==> src/rtl/fifo_rd_arbiter.sv <==
// Round-robin read arbiter for the async FIFO bank; FIFO_RD_ARB_POP_CNT_EN adds per-channel pop counters.
// Latency: empty low -> m_valid two cycles later. When m_ready is low, it stops popping once the 2-entry buffer is committed.
module fifo_rd_arbiter #(
  parameter int DATA_WIDTH = 41,
  parameter int NUM_CH     = 2,
  parameter int CNT_W      = 16,
  localparam int CH_W      = (NUM_CH > 1) ? $clog2(NUM_CH) : 1
) (
  input  logic                         rd_clk,
  input  logic                         rd_rst_n,
  output logic [NUM_CH-1:0]            rd_en,
  input  logic [NUM_CH*DATA_WIDTH-1:0] rd_data,
  input  logic [NUM_CH-1:0]            empty,
  output logic                         m_valid,
  input  logic                         m_ready,
  output logic [DATA_WIDTH-1:0]        m_data,
  output logic [CH_W-1:0]              m_ch,
  output logic [NUM_CH*CNT_W-1:0]      pop_cnt
);

  logic [1:0]            occ;
  logic                  inflight;
  logic [CH_W-1:0]       inflight_ch;
  logic [CH_W-1:0]       rr_ptr;
  logic [DATA_WIDTH-1:0] head_dat, tail_dat;
  logic [CH_W-1:0]       head_ch, tail_ch;

  logic                  pop, cap, found, credit_ok, issue;
  logic [CH_W-1:0]       winner;
  logic [CH_W:0]         idx;
  logic [DATA_WIDTH-1:0] cap_dat;

  assign m_valid = (occ != 2'd0);
  assign m_data  = head_dat;
  assign m_ch    = head_ch;
  assign pop     = m_valid & m_ready;
  assign cap     = inflight;

  // Words already committed (buffered or returning) must fit after this cycle's pop.
  assign credit_ok = ({1'b0, occ} + {2'b00, inflight}) < (3'd2 + {2'b00, pop});

  // Scan from the highest offset down, so the nearest non-empty channel to rr_ptr wins.
  always_comb begin
    found  = 1'b0;
    winner = '0;
    idx    = '0;
    for (int i = NUM_CH - 1; i >= 0; i--) begin
      idx = {1'b0, rr_ptr} + (CH_W+1)'(i);
      if (idx >= (CH_W+1)'(NUM_CH)) idx = idx - (CH_W+1)'(NUM_CH);
      if (!empty[idx[CH_W-1:0]]) begin
        found  = 1'b1;
        winner = idx[CH_W-1:0];
      end
    end
  end

  // Gated by reset so no pop reaches the FIFOs while the arbiter is held.
  assign issue = found & credit_ok & rd_rst_n;
  assign rd_en = issue ? (NUM_CH'(1) << winner) : '0;

  always_comb begin
    cap_dat = '0;
    for (int c = 0; c < NUM_CH; c++) begin
      if (inflight_ch == CH_W'(c)) cap_dat = rd_data[c*DATA_WIDTH +: DATA_WIDTH];
    end
  end

  always_ff @(posedge rd_clk or negedge rd_rst_n) begin
    if (!rd_rst_n) begin
      occ         <= 2'd0;
      inflight    <= 1'b0;
      inflight_ch <= '0;
      rr_ptr      <= '0;
      head_dat    <= '0;
      head_ch     <= '0;
      tail_dat    <= '0;
      tail_ch     <= '0;
    end else begin
      inflight <= issue;
      if (issue) begin
        inflight_ch <= winner;
        rr_ptr      <= (winner == CH_W'(NUM_CH - 1)) ? '0 : winner + 1'b1;
      end
      case ({cap, pop})
        2'b01: begin
          head_dat <= tail_dat;
          head_ch  <= tail_ch;
          occ      <= occ - 2'd1;
        end
        2'b10: begin
          if (occ == 2'd0) begin
            head_dat <= cap_dat;
            head_ch  <= inflight_ch;
          end else begin
            tail_dat <= cap_dat;
            tail_ch  <= inflight_ch;
          end
          occ <= occ + 2'd1;
        end
        2'b11: begin
          if (occ == 2'd1) begin
            head_dat <= cap_dat;
            head_ch  <= inflight_ch;
          end else begin
            head_dat <= tail_dat;
            head_ch  <= tail_ch;
            tail_dat <= cap_dat;
            tail_ch  <= inflight_ch;
          end
        end
        default: ;
      endcase
    end
  end

`ifdef FIFO_RD_ARB_POP_CNT_EN
  for (genvar c = 0; c < NUM_CH; c++) begin : g_cnt
    logic [CNT_W-1:0] cnt;
    always_ff @(posedge rd_clk or negedge rd_rst_n) begin
      if (!rd_rst_n) begin
        cnt <= '0;
      end else if (rd_en[c] && (cnt != '1)) begin
        cnt <= cnt + 1'b1;
      end
    end
    assign pop_cnt[c*CNT_W +: CNT_W] = cnt;
  end
`else
  assign pop_cnt = '0;
`endif

endmodule

==> config.mk <==
export PLATFORM = sky130hd
export DESIGN_NAME = fifo_rd_arbiter
export DESIGN_NICKNAME = d
export VERILOG_FILES = /design/src/rtl/fifo_rd_arbiter.sv
export SDC_FILE = /design/constraint.sdc
export NUM_CORES = 1
export LEC_CHECK = 0
export ABC_AREA = 1
export ABC_CLOCK_PERIOD_IN_PS = 1620
export CAP_MARGIN = 20
export CORE_MARGIN = 2
export CORE_UTILIZATION = 43
export CTS_CLUSTER_DIAMETER = 120
export DETAILED_ROUTE_END_ITERATION = 8
export PLACE_DENSITY = 0.78
export RECOVER_POWER = 100
export SLEW_MARGIN = 10
export SYNTH_ARGS = -nofsm -noshare
export SYNTH_HDL_FRONTEND = slang
export SYNTH_SLANG_ARGS = --single-unit
==> constraint.sdc <==
create_clock -name rd_clk -period 1.62 [get_ports rd_clk]
set_input_delay 0.324 -clock rd_clk [delete_from_list [all_inputs] [get_ports rd_clk]]
set_output_delay 0.324 -clock rd_clk [all_outputs]
set_load 0.05 [all_outputs]
==> impl_metrics.tcl, run 1 <==
set metrics [dict create \
    fin_crit_sh 1.27 \
    power_density_nw_per_um2 2070 \
    drtIter0Drc 325 \
    violations "negative setup slack" \
    clock_latency_ps 340 \
    placed_cell_area_um2 6590 \
    wirelength_um 16500 \
    dieArea_um2 13000 \
    reg2reg_to "inflight_ch" \
    finalSetupViolations 90 \
    diodes 0 \
    grt_usage 0.254 \
    start_util 0.437 \
    worstReg2RegStart "occ[0]" \
    design_area_um2 8160 \
    worstPathArrival_ps 1740 \
    fin_crit_ps 2060 \
    ys_seq_area_frac 0.427 \
    ys_ff_latch 89 \
    skew_ps 6.30 \
    crit_slowest_cell "dfrtp_1" \
    yosys_warnings 0 \
    die_x_um 114 \
    fillCellCount 916 \
    cts.reportedPaths.clkPinSlew_ps 60 \
    nets 980 \
    crit_fanout 3 \
    grt_pass1_vias 5066 \
    syn_area_per_cell_um2 7.35 \
    drtPass1Iterations 5 \
    met1Wirelength_um 6530 \
    required_ps 1300 \
    hpwl_um 8490 \
    crit_type "register to output pin" \
    cts_tree "built" \
    vias 5091 \
    finalHoldViolCount 0 \
    grt_first_pass_wirelength_um 25700 \
    critPathCaptureType "output pin" \
    maxUsedRoutingLayer "met4" \
    rr_worst_depth 15 \
    startpoint "occ[0]" \
    die-height_um 114 \
    slowest_delay_ps 430 \
    slew_violations 0 \
    crit_family "flip-flops" \
    p_leak_uw 0.00441 \
    cp_num_buf_inv 3 \
    ioPinCount 164 \
    cpMostUsedCell "ha_4" \
    yosysUniqueCellTypes 22 \
    setup_ws_ps -439 \
    numCtsBuffers 9 \
    area_growth_pct 56.6 \
    grt_max_degree 90 \
    dpl.cell_count 975 \
    outcome "finished with violations" \
    vdd_drop_max_mv 1.36 \
    drc 0 \
    cp_cell_sequence "ha_4 > ha_4 > inv_2 > nand2_2 > nor2_4 > nand3_2 > clkinvlp_4 > buf_12" \
    drive_gt1_frac 0.383 \
    fin_tns_setup_ps -26530 \
    synthCells 709 \
    io_buffer_count 131 \
    core.rowCount 40 \
    clock_path_buffers 2 \
    viasPerCell 4.91 \
    hold_ws_ps 51.8 \
    rsz0062_at_grt "true" \
    cp-start-kind "register" \
    cts_root_buf "clkbuf_16" \
    r2r_slack_ps -380 \
    ant_nets 0 \
    wl_met3_um 881 \
    cts_max_level 3 \
    gr-total-overflow 0 \
    hold_path.class "primary input to async pin" \
    synth_area_um2 5210 \
    max-cap-violations 0 \
    final_cells 1037 \
    fmax_ghz 0.486 \
    wl_met2_um 8590 \
    drt-wirelength-per-cell_um 15.9 \
    antenna_found_initial 0 \
    cts_sinks 89 \
    core_region_area_um2 11900 \
    gp_congestion 0.786 \
]
## cells in the mapped netlist
| cell | count | area share |
|---|---|---|
| buf_12 | 4 | 0.015 |
| buf_2 | 16 | 0.015 |
| buf_4 | 45 | 0.065 |
| buf_6 | 4 | 0.0086 |
| clkinv_2 | 1 | 0.00096 |
| conb_1 | 1 | 0.00072 |
| dfrtp_1 | 89 | 0.43 |
| ha_1 | 6 | 0.014 |
| inv_1 | 12 | 0.0086 |
| inv_2 | 2 | 0.0014 |
| inv_4 | 1 | 0.0012 |
| inv_8 | 1 | 0.0022 |
| nand2_1 | 388 | 0.28 |
| nand2_2 | 83 | 0.10 |
| nand2_4 | 2 | 0.0043 |
| nand3_1 | 45 | 0.043 |
| nand3_4 | 1 | 0.0034 |
| nor2_1 | 3 | 0.0022 |
| nor2_2 | 1 | 0.0012 |
| o21ai_0 | 2 | 0.0019 |
| xnor2_1 | 1 | 0.0017 |
| xor2_1 | 1 | 0.0017 |
## where the power goes
| group | internal, uW | total, uW | switching [uW] |
|---|---|---|---|
| registers | 3240 | 4030 | 795 |
| logic | 4200 | 11000 | 6790 |
| clock network | 1020 | 1880 | 863 |
| total | 8450 | 16900 | 8450 |
## flip-flops by register name (all words and copies together), names as in the netlist
register and flops:
inflight_ch 1, cap 1, rr_ptr 1, tail_dat 41
occ 2, m_ch 1, m_data 41, tail_ch 1
## worst max path at each step
stage,to,slack (ps),cells past startpoint
floorplan,tail_dat[13],-40,12
global placement,tail_dat[0],-280,9
detailed placement,tail_dat[0],-340,8
CTS,rd_en[0],-430,8
global route,rd_en[1],-490,8
finish,rd_en[1],-440,8
## metal layers
metal	global-route usage	up-vias
met3	0.0418	39
met1	0.308	2433
met2	0.453	167
met5	0	-
li1	-	2452
met4	0.0984	0
## per-stage QoR
stage               setup slack (ps)  power, uW  utilization
global placement                -281      11900        0.553
floorplan                      -44.2       9990            -
detailed placement              -342      12100        0.553
global route                    -492      17900        0.685
finish                          -439      16900        0.685
CTS                             -431      16500        0.678
## layout make-up
type,instances,area (um^2),area share
Clock inverter,4,22.5,0.00276
Clock buffer,10,229,0.0281
Tap cell,147,184,0.0225
Inverter,17,100,0.0123
Timing Repair Buffer,200,2180,0.267
Multi-Input combinational cell,565,3130,0.384
Sequential cell,89,2230,0.273
Timing Repair inverter,5,83.8,0.0103
## cells by family (layout without fill, tap and decap cells)
family / count (synthesis) / after routing / synth area share
AOI/OAI and AO/OA: 2 / 2 / 0.00192
xor gates and xnor gates: 2 / 2 / 0.00336
adders and majority gates: 6 / 6 / 0.0144
buffers and inverters: 86 / 236 / 0.119
DFF: 89 / 89 / 0.427
other: 1 / 32 / 0.000720
and+or+nand+nor: 523 / 523 / 0.433
## cells in the final DEF, fill, tap and decap left out, types with 3 or more instances in the layout
| cell | n |
|---|---|
| buf_4 | 29 |
| conb_1 | 32 |
| clkinvlp_4 | 3 |
| nand2_2 | 107 |
| ha_4 | 6 |
| buf_16 | 14 |
| nand3_1 | 6 |
| nand3_2 | 38 |
| nand2_1 | 327 |
| clkinv_2 | 3 |
| inv_16 | 3 |
| dfrtp_1 | 87 |
| nand2_4 | 37 |
| inv_2 | 5 |
| buf_6 | 9 |
| clkbuf_16 | 9 |
| inv_1 | 6 |
| clkbuf_2 | 42 |
| clkdlybuf4s50_1 | 85 |
| buf_12 | 20 |
## repair_timing
| action | 4_1_cts | 5_1_grt |
|---|---|---|
| resized for setup | 159 | 33 |
| hold buffers | 0 | 0 |
| setup buffers | 24 | 7 |
| pin swaps | 50 | 6 |
| endpoints found under the setup margin | 87 | 90 |
| cloned | 19 | 0 |
(Power assumes the default switching activity.)
==> run 2: changes to the inputs <==
PLACE_DENSITY = 0.89   (was 0.78)
==> impl_metrics.tcl, run 2 (same netlist as run 1, synthesis figures left out) <==
set metrics [dict create \
    cts.reportedPaths.clkPinSlew_ps 60 \
    pre_cts_ws_ps -334 \
    max-cap-violations 0 \
    clock_path_buffers 2 \
    worstPathArrival_ps 2220 \
    utilization 0.679 \
    fin_crit_ps 1990 \
    setup_ws_ps -373 \
    hold_path.class "primary input to async pin" \
    cts_tree "built" \
    drive_gt1_frac 0.356 \
    combPwrFrac 0.664 \
    vdd_drop_max_mv 1.35 \
    reg2reg_to "m_data[39]" \
    violations "negative setup slack" \
    crit_slowest_cell "dfrtp_1" \
    cts_root_buf "clkbuf_16" \
    pwr-share-seq 0.229 \
    startpoint "occ[0]" \
    drc 0 \
    cpMostUsedCell "nand2_8" \
    antenna_found_initial 0 \
    core.rowCount 40 \
    ant_nets 0 \
    finalHoldViolCount 0 \
    intPower_uw 8800 \
    drtPass1Iterations 5 \
    dieArea_um2 13000 \
    layout_commonest_cell "nand2_1" \
    ioPinCount 164 \
    rsz0062_at_grt "true" \
    r2r_slack_ps -370 \
    wirelength_um 16000 \
    drt-wirelength-per-cell_um 15.6 \
    grt_usage 0.240 \
    gp_congestion 0.780 \
    power_density_nw_per_um2 2150 \
    vias 5069 \
    outcome "finished with violations" \
    grt_first_pass_wirelength_um 24600 \
    fin_crit_sh 1.23 \
    finalPower_uw 17400 \
    io_buffer_count 131 \
    rr_worst_depth 16 \
    slew_violations 0 \
    start_util 0.437 \
    mostFrequentLayoutCells "309 x nand2_1, 105 x nand2_2, 87 x dfrtp_1, 85 x clkdlybuf4s50_1, 61 x buf_4" \
    fmax_ghz 0.502 \
    area_growth_pct 55.2 \
    cts_max_level 3 \
    core_region_area_um2 11900 \
    gr-total-overflow 0 \
    viasPerCell 4.96 \
    numCtsBuffers 9 \
    hpwl_um 8750 \
    p_sw_uw 8610 \
    critPathCaptureType "register" \
    die-height_um 114 \
    grt_pass1_vias 4959 \
    switching_share 0.495 \
    pwr-share-clk 0.108 \
    clock_latency_ps 340 \
    skew_ps 6.60 \
    crit_type "register to register" \
    grt_max_degree 90 \
    die_x_um 114 \
    required_ps 1850 \
    diodes 0 \
    slowest_delay_ps 410 \
    drtIter0Drc 295 \
    worstReg2RegStart "occ[0]" \
    crit_fanout 5 \
    p_leak_uw 0.00446 \
    cp_cell_sequence "buf_6 > inv_4 > ha_4 > inv_8 > nand2_8 > inv_4 > ha_4 > nand2_8 > buf_6 > nand2_8 > buf_12 > buf_16 > nand2_4 > nand2_2 > nand2_1 > nand2_1" \
    finalSetupViolations 87 \
    cp-endpoint "m_data[39]" \
    cts_sinks 89 \
    nets 964 \
    fillCellCount 880 \
    cp-start-kind "register" \
]
run 2: power groups by stage:
| stage | clock, uW | sequential, uW | combinational [uW] |
|---|---|---|---|
| after floorplan | 0 | 5200 | 4790 |
| after global placement | 0 | 3820 | 8180 |
| after detailed placement | 0 | 3840 | 8410 |
| after CTS | 1880 | 3870 | 10900 |
| after global routing | 1980 | 4070 | 12300 |
| final | 1870 | 3980 | 11600 |
run 2: layout make-up:
type	count	area, um^2	area share
sequential	89	2230	0.276
inverter	17	105	0.0130
tap	147	184	0.0228
timing repair buffer	182	2060	0.254
multi-input combinational	565	3130	0.388
timing repair inverter	7	116	0.0144
clock buffer	13	240	0.0297
clock inverter	3	17.5	0.00217
run 2: worst min-delay path by stage:
stage	startpoint	end	cells past startpoint	slack (ps)
global placement	rd_rst_n	tail_dat[2]	2	430
CTS	rd_rst_n	m_data[4]	2	90
global route	rd_rst_n	m_data[4]	2	90
finish	rd_rst_n	m_data[4]	2	30
floorplan	rd_rst_n	cap	0	30
detailed placement	rd_rst_n	m_data[4]	2	440
run 2: metal layers:
metal  routed length (um)  global-route usage
met5                    0                   0
met4                  297              0.0862
met3                  832              0.0471
met2                 8490               0.424
met1                 6340               0.293
run 2: repair_timing:
item                       CTS  global route
gates cloned                16             1
pin swaps                   31            35
gates resized for setup    129            73
hold buffers                 0             0
setup endpoints to repair   87            87
buffers inserted            17             4
run 2: per-stage QoR:
stage	area, um^2	TNS, ps	hold WS (ps)	cells
6_report	8080	-25650	32.7	1023
5_1_grt	8080	-33500	92.9	1023
2_1_floorplan	5400	-1840	28.4	740
4_1_cts	7810	-25720	92.9	1021
3_3_place_gp	6600	-18730	435	974
3_5_place_dp	6600	-21620	444	974
run 2: worst max-delay path, delay by kind of cell (launching register included):
kind | cells | cell delay [ps]
buffers and inverters | 7 | 680
adders and majority gates | 2 | 340
DFF | 1 | 410
and+or+nand+nor | 7 | 450
==> run 3: changes to the inputs <==
ABC_CLOCK_PERIOD_IN_PS = 2200   (was 1620)
CORE_UTILIZATION = 47   (was 43)
PLACE_DENSITY = 0.92   (was 0.89)
SKIP_CTS_REPAIR_TIMING = 1   (was default)
clock period = 2.2 ns   (was 1.62 ns; I/O delays follow)
==> impl_metrics.tcl, run 3 (same netlist as run 1, synthesis figures left out) <==
set metrics [dict create \
    combPwrFrac 0.589 \
    drtPass1Iterations 4 \
    vias 4561 \
    diodes 0 \
    layout_commonest_cell "nand2_1" \
    slew_violations 0 \
    drive_gt1_frac 0.159 \
    gr-total-overflow 0 \
    intPower_uw 5110 \
    relSlewSlack 0.265 \
    vdd_drop_max_mv 0.886 \
    clock_latency_ps 350 \
    grtUsageMet2 0.395 \
    drt-wirelength-per-cell_um 13.0 \
    cp_num_buf_inv 3 \
    viasPerCell 4.69 \
    grt_pass1_vias 4461 \
    skew_ps 10.0 \
    area_growth_pct 28.7 \
    fin_crit_sh 0.977 \
    antenna_found_initial 0 \
    die_x_um 109 \
    fin_tns_setup_ps 0 \
    p_leak_uw 0.00358 \
    finalHoldViolCount 0 \
    nets 921 \
    cts_max_level 3 \
    drtIter0Drc 227 \
    utilization 0.618 \
    io_buffer_count 131 \
    setup_ws_ps 51.5 \
    ant_nets 0 \
    critPathCaptureType "output pin" \
    mostFrequentLayoutCells "387 x nand2_1, 127 x clkdlybuf4s50_1, 87 x dfrtp_1, 84 x nand2_2, 43 x nand3_1" \
    power_density_nw_per_um2 1490 \
    wirelength_um 12600 \
    pwr-share-seq 0.280 \
    cts_tree "built" \
    numCtsBuffers 9 \
    busiest_layer "met2" \
    crit_fanout 3 \
    cp-start-kind "register" \
    finalSetupViolations 0 \
    fmax_ghz 0.465 \
    crit_type "register to output pin" \
    grt_max_degree 47 \
    required_ps 1760 \
    ioPinCount 164 \
    outcome "finished clean" \
    pre_cts_ws_ps -36.1 \
    cp_cell_sequence "ha_4 > ha_2 > inv_1 > nand2_2 > nor2_4 > nand3_2 > inv_2 > buf_12" \
    gr-usage-met3 0.0412 \
    drc 0 \
    clock_path_buffers 2 \
    finalPower_uw 9980 \
    cts_root_buf "clkbuf_8" \
    crit_slowest_cell "dfrtp_1" \
    worstPathArrival_ps 1710 \
    core.rowCount 38 \
    p_sw_uw 4870 \
    grt_util_met1 0.272 \
    dieArea_um2 11900 \
    core_region_area_um2 10800 \
    placed_cell_area_um2 6430 \
    grt_first_pass_wirelength_um 20900 \
    design_area_um2 6700 \
    gp_congestion 0.781 \
    start_util 0.481 \
    hold_path.class "primary input to async pin" \
    max-cap-violations 0 \
    grt_usage 0.223 \
    hpwl_um 8440 \
    fin_crit_ps 2150 \
    cts.reportedPaths.clkPinSlew_ps 90 \
    die-height_um 109 \
    cts_sinks 89 \
    crit_family "flip-flops" \
    pwr-share-clk 0.131 \
    max_slew.worst_pin.slew_ps 1100 \
    slowest_delay_ps 440 \
    switching_share 0.488 \
]
-- run 3: cell count changes in the layout (fill, tap and decap cells not counted), moves of 8 or more --
cell,before,now
buf_4,61,11
clkbuf_16,10,0
buf_12,19,6
nand2_1,309,387
clkdlybuf4s50_1,85,127
nand3_1,35,43
nand2_2,105,84
buf_16,10,0
clkbuf_8,0,9
nand2_4,56,2
-- run 3: path summary, 6_finish.rpt --
kind	startpoint	depth (start not counted)	slack [ps]	endpoint
max in group asynchronous	rd_rst_n	3	490	inflight_ch
min reg2reg	m_data[16]	2	480	m_data[16]
max	cap	8	50	rd_en[0]
max reg2reg	occ[0]	11	160	tail_dat[0]
min	rd_rst_n	2	470	m_data[8]
min in group rd_clk	m_data[16]	2	480	m_data[16]
-- run 3: metrics by stage --
step	instances	hold WS (ps)
after floorplan	740	144
final	972	474
after detailed placement	954	464
after global routing	972	508
after global placement	954	461
after CTS	969	191
-- run 3: power groups by stage --
stage | combinational (uW) | sequential (uW) | clock [uW]
6_report | 5880 | 2790 | 1310
5_1_grt | 6490 | 2880 | 1390
4_1_cts | 5870 | 2790 | 1320
3_5_place_dp | 5850 | 2800 | 0
3_3_place_gp | 5670 | 2790 | 0
2_1_floorplan | 3420 | 3820 | 0
-- run 3: cell type report --
| type | count | area (um^2) |
|---|---|---|
| Fill cell | 951 | 4140 |
| Multi-Input combinational cell | 565 | 2520 |
| Sequential cell | 89 | 2230 |
| Timing Repair Buffer | 146 | 1480 |
| Tap cell | 140 | 175 |
| Clock buffer | 12 | 135 |
| Clock inverter | 3 | 90.1 |
| Inverter | 17 | 75.1 |
-- run 3: metal layers --
| metal | vias up | share of wire |
|---|---|---|
| li1 | 2311 | - |
| met5 | - | 0 |
| met3 | 19 | 0.048 |
| met2 | 119 | 0.52 |
| met1 | 2112 | 0.41 |
| met4 | 0 | 0.017 |
